`config.mk`:
```
export PLATFORM = sky130hd
export DESIGN_NAME = apb_master_bridge
export DESIGN_NICKNAME = d
export VERILOG_FILES = /design/src/rtl/apb_master_bridge.sv
export SDC_FILE = /design/constraint.sdc
export NUM_CORES = 1
export LEC_CHECK = 0
export ABC_AREA = 1
export CORE_MARGIN = 2
export CORE_UTILIZATION = 41
export DETAILED_ROUTE_END_ITERATION = 6
export PLACE_DENSITY = 0.77
export SLEW_MARGIN = 5
export SYNTH_ARGS = -nofsm -noshare
export SYNTH_HDL_FRONTEND = slang
export SYNTH_SLANG_ARGS = --single-unit
```
`constraint.sdc`:
```
create_clock -name PCLK -period 2.1 [get_ports PCLK]
set_clock_uncertainty 0.15 [all_clocks]
set_input_delay 0.42 -clock PCLK [delete_from_list [all_inputs] [get_ports PCLK]]
set_output_delay 0.42 -clock PCLK [all_outputs]
set_load 0.01 [all_outputs]
```
`src/rtl/apb_master_bridge.sv`:
```
// ---------------------------------------------------------------------------
// apb_master_bridge
//
// Single-outstanding APB (AMBA 3) master. A command taken on the cmd_*
// valid/ready stream becomes one APB SETUP + ACCESS transfer. The result
// (read data, slave error, timeout) is returned on the rsp_* valid/ready
// stream. A wait-state timeout aborts transfers whose slave never raises
// PREADY.
//
// Handshake semantics (both streams): a transfer happens on a rising PCLK
// edge where valid and ready are both high. A producer holds valid and its
// payload stable until that edge. cmd_ready_o is high only in IDLE, so a
// new command is never taken while a response is still pending.
//
// Ports
//   PCLK, PRESETn          clock, synchronous active-low reset
//   cmd_valid_i/ready_o    command handshake
//   cmd_write_i            1 = write, 0 = read
//   cmd_addr_i, cmd_wdata_i command address / write data
//   rsp_valid_o/ready_i    response handshake
//   rsp_rdata_o            read data (0 for writes and timeouts)
//   rsp_err_o              PSLVERR seen or timeout
//   rsp_timeout_o          transfer aborted by timeout
//   PSEL, PENABLE, PWRITE, PADDR, PWDATA   APB request outputs
//   PRDATA, PREADY, PSLVERR                APB completion inputs
//   dbg_state              current FSM state (0 IDLE,1 SETUP,2 ACCESS,3 RESP)
// ---------------------------------------------------------------------------
module apb_master_bridge #(
    parameter int APB_ADDR_WIDTH = 5,
    parameter int APB_DATA_WIDTH = 32,
    parameter int TIMEOUT_CYCLES = 16
) (
    input  logic                      PCLK,
    input  logic                      PRESETn,
    input  logic                      cmd_valid_i,
    output logic                      cmd_ready_o,
    input  logic                      cmd_write_i,
    input  logic [APB_ADDR_WIDTH-1:0] cmd_addr_i,
    input  logic [APB_DATA_WIDTH-1:0] cmd_wdata_i,
    output logic                      rsp_valid_o,
    input  logic                      rsp_ready_i,
    output logic [APB_DATA_WIDTH-1:0] rsp_rdata_o,
    output logic                      rsp_err_o,
    output logic                      rsp_timeout_o,
    output logic                      PSEL,
    output logic                      PENABLE,
    output logic                      PWRITE,
    output logic [APB_ADDR_WIDTH-1:0] PADDR,
    output logic [APB_DATA_WIDTH-1:0] PWDATA,
    input  logic [APB_DATA_WIDTH-1:0] PRDATA,
    input  logic                      PREADY,
    input  logic                      PSLVERR,
    output logic [1:0]                dbg_state
);

    // A zero timeout still needs a 1-bit counter to keep the vector legal.
    localparam int CNT_W = (TIMEOUT_CYCLES == 0) ? 1 : $clog2(TIMEOUT_CYCLES + 1);
    // Counter value during the ACCESS cycle that, with PREADY low, completes
    // the TIMEOUT_CYCLES-th consecutive wait cycle.
    localparam logic [CNT_W-1:0] CNT_LAST =
        (TIMEOUT_CYCLES == 0) ? '0 : CNT_W'(TIMEOUT_CYCLES - 1);
    localparam bit TIMEOUT_EN = (TIMEOUT_CYCLES != 0);

    typedef enum logic [1:0] {
        S_IDLE   = 2'd0,
        S_SETUP  = 2'd1,
        S_ACCESS = 2'd2,
        S_RESP   = 2'd3
    } state_t;

    state_t           state;
    state_t           next_state;
    logic [CNT_W-1:0] wait_cnt;
    logic             cmd_accept;
    logic             access_done;
    logic             access_timeout;

    // Registered-output next values, produced by the output process.
    logic psel_d;
    logic penable_d;
    logic cmd_ready_d;
    logic rsp_valid_d;

    assign dbg_state = state;

    // Transfer-ending conditions, only meaningful in ACCESS.
    always_comb begin
        cmd_accept     = (state == S_IDLE) && cmd_valid_i;
        access_done    = (state == S_ACCESS) && PREADY;
        access_timeout = (state == S_ACCESS) && !PREADY && TIMEOUT_EN &&
                         (wait_cnt == CNT_LAST);
    end

    // State register.
    always_ff @(posedge PCLK) begin
        if (!PRESETn) begin
            state <= S_IDLE;
        end else begin
            state <= next_state;
        end
    end

    // Next-state logic.
    always_comb begin
        next_state = state;
        case (state)
            S_IDLE:   if (cmd_valid_i) next_state = S_SETUP;
            S_SETUP:  next_state = S_ACCESS;
            S_ACCESS: if (access_done || access_timeout) next_state = S_RESP;
            S_RESP:   if (rsp_ready_i) next_state = S_IDLE;
            default:  next_state = S_IDLE;
        endcase
    end

    // Output logic: decode the upcoming state so the flops below present
    // the control outputs in the same cycle as the state they belong to.
    always_comb begin
        psel_d      = (next_state == S_SETUP) || (next_state == S_ACCESS);
        penable_d   = (next_state == S_ACCESS);
        cmd_ready_d = (next_state == S_IDLE);
        rsp_valid_d = (next_state == S_RESP);
    end

    // Output and datapath registers.
    always_ff @(posedge PCLK) begin
        if (!PRESETn) begin
            PSEL          <= 1'b0;
            PENABLE       <= 1'b0;
            PWRITE        <= 1'b0;
            PADDR         <= '0;
            PWDATA        <= '0;
            cmd_ready_o   <= 1'b1;
            rsp_valid_o   <= 1'b0;
            rsp_rdata_o   <= '0;
            rsp_err_o     <= 1'b0;
            rsp_timeout_o <= 1'b0;
            wait_cnt      <= '0;
        end else begin
            PSEL        <= psel_d;
            PENABLE     <= penable_d;
            cmd_ready_o <= cmd_ready_d;
            rsp_valid_o <= rsp_valid_d;

            // Request fields load only on accept, so they stay stable for
            // the whole transfer and keep their last value afterwards.
            if (cmd_accept) begin
                PWRITE <= cmd_write_i;
                PADDR  <= cmd_addr_i;
                PWDATA <= cmd_wdata_i;
            end

            // Wait counter: cleared entering SETUP, saturating in ACCESS.
            if (cmd_accept) begin
                wait_cnt <= '0;
            end else if ((state == S_ACCESS) && !PREADY && (wait_cnt != '1)) begin
                wait_cnt <= wait_cnt + 1'b1;
            end

            // Response fields change only when a transfer ends, which keeps
            // them stable for the whole RESP period.
            if (access_done) begin
                rsp_rdata_o   <= PWRITE ? '0 : PRDATA;
                rsp_err_o     <= PSLVERR;
                rsp_timeout_o <= 1'b0;
            end else if (access_timeout) begin
                rsp_rdata_o   <= '0;
                rsp_err_o     <= 1'b1;
                rsp_timeout_o <= 1'b1;
            end
        end
    end

endmodule

```
==> metrics, run 1 <==
CTS Buffer Depth 2; Starting DRT DRC Count around 120; postcts setup bufs 0; wire per inst approximately 13 um; max_cap viols 0; final hold vios 0; worst slew pin tran approximately 0.38 ns; final core occ 66.4%; clock sinks 83; Syn Area/Cell 8.33 um2; global-route wire length before repair 14200 um; Worst-Skew Late Latency 0.35 ns; Die Span Y 93.0 um; share of layout cells above drive strength 1 approximately an eighth; total CTS buffers 9; pin count of the biggest net entering global routing 41; Placed Instance Area 0.00485 mm2; worst path arrival time 2.09 ns; Port-buffer cells 153; Die ar. 0.00865 mm2; vias per cell 4.66; fin crit period about 2.0 ns; status finished, final reports clean; leakage power 1.89 nW; CTS tree done; Area Overhead vs Synth 57.1%; first-pass detailed-route iteration total 4; endpoints failing setup 0; CTS Hold Buffers Added 0; root buffer cell clkbuf_8; H-tree levels 3; Cell variety after synth 24; initial antenna violation count 0; Die W 93.0 um; #FFs+latches synth 83; filler instances 655; WS Path Type reg -> reg; dpl hpwl about 6200 um; Main synth FF type dfxtp_1; Post-Syn Area 0.00325 mm2; GPL Wtd Cong approximately 0.76; DR vias 3005; ys async rst share 0%; Tcrit/Tclk final 95.2%; Seq/Total Area, Yosys approximately half; RSZ-0062 raised after global routing false; Final ANT Viol Nets 0; crit path capture type flop; CP max FO 4; Initial Util a little over two fifths; Final Cell Area 0.00510 mm2; CP Launch Type flop; Net Count, Synth 472; DRC viols 0; # rows 32; core area 0.00769 mm2; Tot GR Track Use around a fifth; n_diodes 0; drt total wl 8610 um; Mapped Cells 390; Pwr Density 771 mW/mm2; Slew Viols, Final 0; Worst Path Required 2.19 ns; Post-synth EDFFs 0; fin nets 620; vias in the first global route around 2900; Slew HR approximately three quarters; GR Overflow Total 0; hold crit path type reg -> reg; Clk pin slew, worst setup/hold paths 0.08 ns; IO Count 154; Max VDD drop ~0.44 mV; Ys Warns 0; f_max 0.500 GHz; Fin Setup TNS 0 ns
==> per-layer routing <==
layer	up-vias	track usage [%]	wire length, um	part of all wire (%)
met1	1362	25.1	3660	42
met5	-	0	0	0
li1	1555	-	-	-
met3	16	4.51	369	4.3
met4	0	7.60	211	2.4
met2	72	35.3	4380	51
==> metrics by stage <==
step | instances | hold slack (ns) | total power [mW] | worst slack [ns]
after floorplan | 390 | 0.320 | 2.16 | 0.207
after global placement | 629 | 0.300 | 2.58 | 0.104
after detailed placement | 629 | 0.295 | 2.60 | 0.0372
after CTS | 645 | 0.309 | 3.96 | 0.00379
after global routing | 645 | 0.333 | 4.12 | 0.00709
final | 645 | 0.309 | 3.93 | 0.102
==> power by group <==
| part | leakage (nW) | total [mW] | switching [mW] | internal [mW] |
|---|---|---|---|---|
| sequential | 0.680 | 1.75 | 0.0633 | 1.69 |
| combinational | 1.09 | 0.802 | 0.371 | 0.431 |
| clock | 0.117 | 1.38 | 0.554 | 0.824 |
==> layout by cell type, fill, tap and decap left out, types with 7 or more instances in the layout <==
master	count
nand3_2	10
inv_2	7
a21oi_1	23
nor2_1	81
o21ai_0	39
inv_1	11
dfxtp_1	82
clkdlybuf4s50_1	153
nand3_1	26
clkbuf_8	10
a21oi_2	15
nand2_1	52
==> flip-flops by register name, summed over array words and instances, names as in the netlist <==
register       cells
rsp_valid_o        1
wait_cnt           5
PWDATA            32
rsp_err_o          1
PENABLE            1
PWRITE             1
rsp_timeout_o      1
PSEL               1
cmd_ready_o        1
rsp_rdata_o       32
PADDR              5
dbg_state          2
==> cell families after synthesis <==
kind of cell,share of synthesized area [%]
DFF,51.2
xor gates and xnor gates,0.270
and+or+nand+nor,25.0
adders and majority gates,2.31
AOI/OAI and AO/OA,14.3
buffers and inverters,6.98
==> final timing paths <==
path                                          startpoint                endpoint  slack, ns  depth (start not counted)
worst max-delay path            wait_cnt[1]$_SDFFE_PP0P_  cmd_ready_o$_SDFF_PN1_       0.10                          9
worst min-delay path              rsp_err_o$_SDFFE_PN0P_  rsp_err_o$_SDFFE_PN0P_       0.31                          2
worst max register to register  wait_cnt[1]$_SDFFE_PP0P_  cmd_ready_o$_SDFF_PN1_       0.10                          9
worst min register to register    rsp_err_o$_SDFFE_PN0P_  rsp_err_o$_SDFFE_PN0P_       0.31                          2
==> worst max-delay path: stages, from the launching register on <==
cell     delay [ns]
dfxtp_1        0.39
ha_1           0.21
nand2_1        0.08
nor2_2         0.13
ha_2           0.23
o21ai_4        0.06
nand3_1        0.12
inv_2          0.06
ha_1           0.18
or2_2          0.28
==> final cells by class <==
type / instances / area, um2 / area share, %
flip-flops and latches: 83 / 1660 / 32.6
repair buffers: 162 / 1640 / 32.1
multi-input cells: 264 / 1360 / 26.7
clock buffers: 12 / 145 / 2.85
well taps: 102 / 128 / 2.50
clock inverters: 4 / 97.6 / 1.91
inverters: 18 / 67.6 / 1.32
==> cells in the mapped netlist, types with 3 or more instances <==
library cell / count / area share, %
clkbuf_1: 8 / 0.92
nor2_1: 82 / 9.5
a21oi_2: 15 / 4.0
a21oi_1: 23 / 3.5
nor2_4: 3 / 1.0
ha_1: 6 / 2.3
buf_2: 9 / 1.4
nand2_1: 52 / 6.0
nand3_1: 26 / 4.0
dfxtp_1: 83 / 51
inv_2: 7 / 0.81
inv_1: 11 / 1.3
buf_6: 7 / 2.4
o21ai_0: 39 / 6.0
nand3_2: 10 / 3.1
==> what timing repair did <==
item	in CTS	in global routing
endpoints found under the setup margin	0	2
hold endpoints to repair	0	0
resized for setup	0	3
Note: power is estimated with default switching activity, not from simulation.
==> run 2, diff against run 1 <==
==> constraint.sdc (replaced) <==
create_clock -name PCLK -period 2.1 [get_ports PCLK]
set_clock_uncertainty 0.15 [all_clocks]
set_input_delay 0.21 -clock PCLK [delete_from_list [all_inputs] [get_ports PCLK]]
set_output_delay 0.21 -clock PCLK [all_outputs]
set_load 0.01 [all_outputs]
==> run 2 against run 1 <==
  * Power fell by 4.6%
  * Cell area down 1.2%
  * Routed wire length is 0.89% higher
  * Worst hold slack got worse by 0.020 ns
  * Global-route usage about the same
  * Combinational power up 0.6%
  * Largest cell class unchanged
  * Largest power group unchanged
  * Highest routed layer unchanged
==> metrics, run 2 (synthesis results as in run 1) <==
status finished, final reports clean; Clk pin slew, worst setup/hold paths 0.08 ns (about the same); worst r2r path cells 9 (unchanged); postcts setup bufs 0 (unchanged); Initial Util 42.2% (unchanged); n_diodes 0 (unchanged); Worst-Skew Late Latency 0.34 ns (about the same); f_max 0.508 GHz (+1.5%); Max VDD drop 0.357 mV (-19%); Area Overhead vs Synth 55.3%; highest routed layer met4; leakage power 1.87 nW (-0.88%); CP Launch Type flop; IO Count 154 (unchanged); root buffer cell clkbuf_8; Placed Instance Area 0.00484 mm2 (-0.26%); CP max stage cell dfxtp_1; # rows 32 (unchanged); Met3 Wirelength 387 um (+4.9%); Die ar. 0.00865 mm2 (unchanged); core area 0.00769 mm2 (unchanged); fin crit period 1.97 ns (-0.0290 ns); Worst Path Required 2.18 ns (about the same); Port-buffer cells 153 (unchanged); Tcrit/Tclk final 93.8% (-1.4 points); fin worst setup slack 0.131 ns (+0.0290 ns); worst path cell trace ha_1, nand2_1, nor2_1, ha_1, o21ai_4, nand3_1, inv_2, ha_1, or2_2; worst path arrival time 2.05 ns (-0.04 ns); commonest non-fill, non-tap cell in the layout clkdlybuf4s50_1; vias per cell 4.70 (+0.94%); Final ANT Viol Nets 0 (unchanged); endpoints failing setup 0 (unchanged); Die W 93.0 um (unchanged); Hold Crit Depth 3 (+1); first-pass detailed-route iteration total 4 (unchanged); hold crit path type in -> reg; worst slew pin tran 0.405 ns (+0.0290 ns); Largest regs PWDATA x32, rsp_rdata_o x32; final hold vios 0 (unchanged); filler instances 663 (+1.2%); Worst path max stage delay 0.39 ns (about the same); Slew HR 73.0% (-1.8 points); share of layout cells above drive strength 1 11.3% (-0.67 points); DRC viols 0 (unchanged); GR Overflow Total 0 (unchanged); drt total wl 8690 um (+0.89%); WS Path Type reg -> reg; total CTS buffers 9 (unchanged); fin nets 620 (unchanged); Fin Setup TNS 0 ns (unchanged); CP most frequent cell ha_1; H-tree levels 3 (unchanged); dpl hpwl 6280 um (+0.56%); CP max FO 5 (+1); wire length on met2 4370 um (about the same); Slew Viols, Final 0 (unchanged); Starting DRT DRC Count 129 (+12%); WL met1 3630 um (-0.77%); DR vias 3019 (+0.47%); Tot GR Track Use 20.5% (+0.041 points); initial antenna violation count 0 (unchanged); vias in the first global route 2928 (-0.37%); Place WS 0.123 ns (+0.0858 ns); pin count of the biggest net entering global routing 41 (unchanged); Pwr Density 745 mW/mm2 (-3.4%); wire per inst 13.5 um (+1.4%); GPL Wtd Cong 0.784 (+2.9%); clock sinks 83 (unchanged); Die Span Y 93.0 um (unchanged); crit path capture type flop; CTS Hold Buffers Added 0 (unchanged); CTS tree done; CTS Buffer Depth 2 (unchanged); RSZ-0062 raised after global routing false; post-cts gate resize count 0 (unchanged); Final Cell Area 0.00504 mm2 (-1.2%); max_cap viols 0 (unchanged); global-route wire length before repair 14100 um (-0.44%); most frequent cells in the layout clkdlybuf4s50_1, dfxtp_1, nor2_1
run 2: layout make-up:
| type | instances | area (um2) | area share (%) |
|---|---|---|---|
| tap | 102 | 128 | 2.53 |
| inverter | 18 | 67.6 | 1.34 |
| clock inverter | 3 | 65.1 | 1.29 |
| sequential | 83 | 1660 | 33.0 |
| multi-input combinational | 264 | 1360 | 26.9 |
| clock buffer | 10 | 138 | 2.73 |
| timing repair buffer | 162 | 1620 | 32.2 |
run 2: metal layers:
layer / track usage (%) / vias up
li1: - / 1553
met1: 24.7 / 1355
met2: 34.0 / 89
met3: 4.11 / 22
met4: 12.1 / 0
met5: 0 / -
run 2: stage by stage:
stage / std cells / util, % / hold slack [ns] / power, mW
after floorplan: 390 / - / 0.204 / 2.16
after global placement: 629 / 63.0 / 0.291 / 2.58
after detailed placement: 629 / 63.0 / 0.300 / 2.60
after CTS: 642 / 65.6 / 0.270 / 3.79
after global routing: 642 / 65.6 / 0.285 / 3.94
final: 642 / 65.6 / 0.290 / 3.76
run 2: final timing paths:
kind | from | endpoint | slack [ns]
setup reg to reg | wait_cnt[0]$_SDFFE_PP0P_ | cmd_ready_o$_SDFF_PN1_ | 0.13
hold / removal | PRDATA[17] | rsp_rdata_o[17]$_SDFFE_PN0P_ | 0.29
setup / recovery | wait_cnt[0]$_SDFFE_PP0P_ | cmd_ready_o$_SDFF_PN1_ | 0.13
hold reg to reg | rsp_err_o$_SDFFE_PN0P_ | rsp_err_o$_SDFFE_PN0P_ | 0.31
run 2: report_power, final:
| group | total, mW | internal (mW) | leakage [nW] | switching, mW |
|---|---|---|---|---|
| sequential | 1.75 | 1.69 | 0.680 | 0.0598 |
| clock | 1.20 | 0.681 | 0.104 | 0.517 |
| combinational | 0.807 | 0.429 | 1.09 | 0.378 |
| total | 3.75 | 2.80 | 1.87 | 0.955 |
run 2: worst max-delay path, delay by kind of cell, from the launching register on:
kind	cells	cell delay (ns)
fa+ha+maj	3	0.63
simple gates	4	0.58
flops	1	0.39
buf+inv	1	0.06
compound gates	1	0.06
==> run 3, diff against run 2 <==
--- a/config.mk
+++ b/config.mk
@@ -7,9 +7,9 @@
 export LEC_CHECK = 0
 export ABC_AREA = 1
 export CORE_MARGIN = 2
-export CORE_UTILIZATION = 41
+export CORE_UTILIZATION = 25
 export DETAILED_ROUTE_END_ITERATION = 6
-export PLACE_DENSITY = 0.77
+export PLACE_DENSITY = 0.5
 export SLEW_MARGIN = 5
 export SYNTH_ARGS = -nofsm -noshare
 export SYNTH_HDL_FRONTEND = slang
==> run 3 against run 2 <==
  * Cell area up 3.3%
  * Worst hold slack better by 0.0063 ns
  * First-iteration DRC count up 60%
  * Worst setup slack better by 0.030 ns
  * Critical path type unchanged
  * Final cell count up 11%
  * Global-route usage down 6.8 points
  * Count of clock-buffer cells in the layout unchanged
  * Register-to-register slack better by 0.03 ns
  * Utilization down 24 points
  * Sequential share of layout area down 1.0 points
  * Combinational power about the same
==> metrics, run 3 (synthesis results as in run 1) <==
drt total wl 9490 um (+9.1%); CP max FO 4 (-1); Final Cell Area 0.00521 mm2 (+3.3%); worst path arrival time 2.01 ns (-0.04 ns); wire per inst 13.3 um (-1.7%); dpl hpwl 6730 um (+7.1%); clock sinks 83 (unchanged); Tot GR Track Use 13.7% (-6.8 points); Clk pin slew, worst setup/hold paths 0.06 ns (-0.02 ns); Slew HR 73.0% (about the same); worst r2r src wait_cnt[1]$_SDFFE_PP0P_; Worst-Skew Late Latency 0.33 ns (about the same); DR vias 3027 (+0.26%); fin crit period 1.94 ns (-0.0296 ns); GPL Wtd Cong 0.800 (+2.1%); most frequent cells in the layout clkdlybuf4s50_1, dfxtp_1, nor2_1; WS Path Type reg -> reg; f_max 0.516 GHz (+1.5%); CTS Buffer Depth 2 (unchanged); H-tree levels 3 (unchanged); vias in the first global route 2885 (-1.5%); Tcrit/Tclk final 92.4% (-1.4 points); Port-buffer cells 153 (unchanged); hold crit path type in -> reg; first-pass detailed-route iteration total 4 (unchanged); reg2reg setup slack 0.16 ns (+0.03 ns); total CTS buffers 9 (unchanged); commonest non-fill, non-tap cell in the layout clkdlybuf4s50_1; Die Span Y 118 um (+27%); GR Overflow Total 0 (unchanged); pin count of the biggest net entering global routing 41 (unchanged); DRC viols 0 (unchanged); fin nets 619 (-0.16%); CP endpoint cmd_ready_o$_SDFF_PN1_; Die W 118 um (+27%); CP max stage cell dfxtp_1; Pwr Density 768 mW/mm2 (+3.1%); IO Count 154 (unchanged); Placed Instance Area 0.00493 mm2 (+1.9%); critical path's top delay family adder cells; CP Launch Type flop; Worst Path Required 2.17 ns (about the same); n_diodes 0 (unchanged); Largest regs PWDATA x32, rsp_rdata_o x32; Max VDD drop 0.342 mV (-4.0%); Worst path max stage delay 0.37 ns (-0.02 ns); reg2reg end cmd_ready_o$_SDFF_PN1_; worst path cell trace ha_1, nand2_1, nor2_2, ha_2, o21ai_4, nand3_1, inv_2, ha_1, or2_2; # rows 41 (+28%); max_cap viols 0 (unchanged); worst r2r path cells 9 (unchanged); Die ar. 0.0139 mm2 (+61%); crit path launch wait_cnt[1]$_SDFFE_PP0P_; Slew Viols, Final 0 (unchanged); Starting DRT DRC Count 206 (+60%); critical path depth 9 (unchanged); root buffer cell clkbuf_16; Fin Setup TNS 0 ns (unchanged); RSZ-0062 raised after global routing false; initial antenna violation count 0 (unchanged); Final ANT Viol Nets 0 (unchanged); vias per cell 4.25 (-9.7%); endpoints failing setup 0 (unchanged); CP most frequent cell ha_1; share of layout cells above drive strength 1 12.0% (+0.72 points); leakage power 1.90 nW (+1.4%); core area 0.0127 mm2 (+65%); CTS Hold Buffers Added 0 (unchanged); CTS tree done; Area Overhead vs Synth 60.4%; WP buf/inv 1 (unchanged); final hold vios 0 (unchanged); Initial Util 25.6% (-17 points); status finished, final reports clean; global-route wire length before repair 15100 um (+7.1%); worst slew pin tran 0.404 ns (-0.000282 ns); crit path capture type flop
-- run 3: worst min-delay path by stage --
stage	from	end	slack, ns	cells past startpoint
2_1_floorplan	PRDATA[21]	rsp_rdata_o[21]$_SDFFE_PN0P_	0.20	2
3_3_place_gp	rsp_err_o$_SDFFE_PN0P_	rsp_err_o$_SDFFE_PN0P_	0.29	2
3_5_place_dp	rsp_err_o$_SDFFE_PN0P_	rsp_err_o$_SDFFE_PN0P_	0.30	2
4_1_cts	PRDATA[9]	rsp_rdata_o[9]$_SDFFE_PN0P_	0.28	3
5_1_grt	PRDATA[6]	rsp_rdata_o[6]$_SDFFE_PN0P_	0.29	3
6_report	PRDATA[6]	rsp_rdata_o[6]$_SDFFE_PN0P_	0.30	3
-- run 3: layout make-up --
cell class / instances / area [um2]
well taps: 172 / 215
flip-flops and latches: 83 / 1660
fillers: 1283 / 7460
inverters: 18 / 67.6
multi-input cells: 264 / 1360
clock inverters: 5 / 30.0
clock buffers: 10 / 239
repair buffers: 161 / 1630
-- run 3: routing by layer --
metal / wire length [um] / vias up / GRT usage [%]
li1: - / 1556 / -
met1: 4080 / 1369 / 16.7
met2: 4600 / 82 / 21.8
met3: 441 / 20 / 3.92
met4: 362 / 0 / 7.45
met5: 0 / - / 0
-- run 3: timing repair --
item,CTS,global route
setup buffers,0,0
endpoints found under the setup margin,0,3
hold endpoints to repair,0,0
resized for setup,0,3
-- run 3: worst register-to-register path: stages, from the launching register on --
cell	delay, ns
dfxtp_1	0.37
ha_1	0.20
nand2_1	0.07
nor2_2	0.12
ha_2	0.22
o21ai_4	0.06
nand3_1	0.11
inv_2	0.06
ha_1	0.19
or2_2	0.28
-- run 3: through the flow --
step / setup WS (ns) / hold slack [ns] / power [mW] / std cells / util [%]
CTS: 0.0824 / 0.283 / 4.07 / 713 / 41.0
global route: 0.0383 / 0.290 / 4.22 / 713 / 41.1
finish: 0.160 / 0.296 / 4.00 / 713 / 41.1
detailed placement: 0.0943 / 0.300 / 2.61 / 698 / 38.9
floorplan: 0.207 / 0.204 / 2.16 / 390 / -
global placement: 0.168 / 0.294 / 2.60 / 698 / 38.9
-- run 3: power by group --
| group | total (mW) | internal (mW) | switching [mW] |
|---|---|---|---|
| Sequential | 1.75 | 1.69 | 0.0592 |
| Clock | 1.44 | 0.820 | 0.623 |
| Combinational | 0.806 | 0.429 | 0.377 |
| Total | 4.00 | 2.94 | 1.06 |
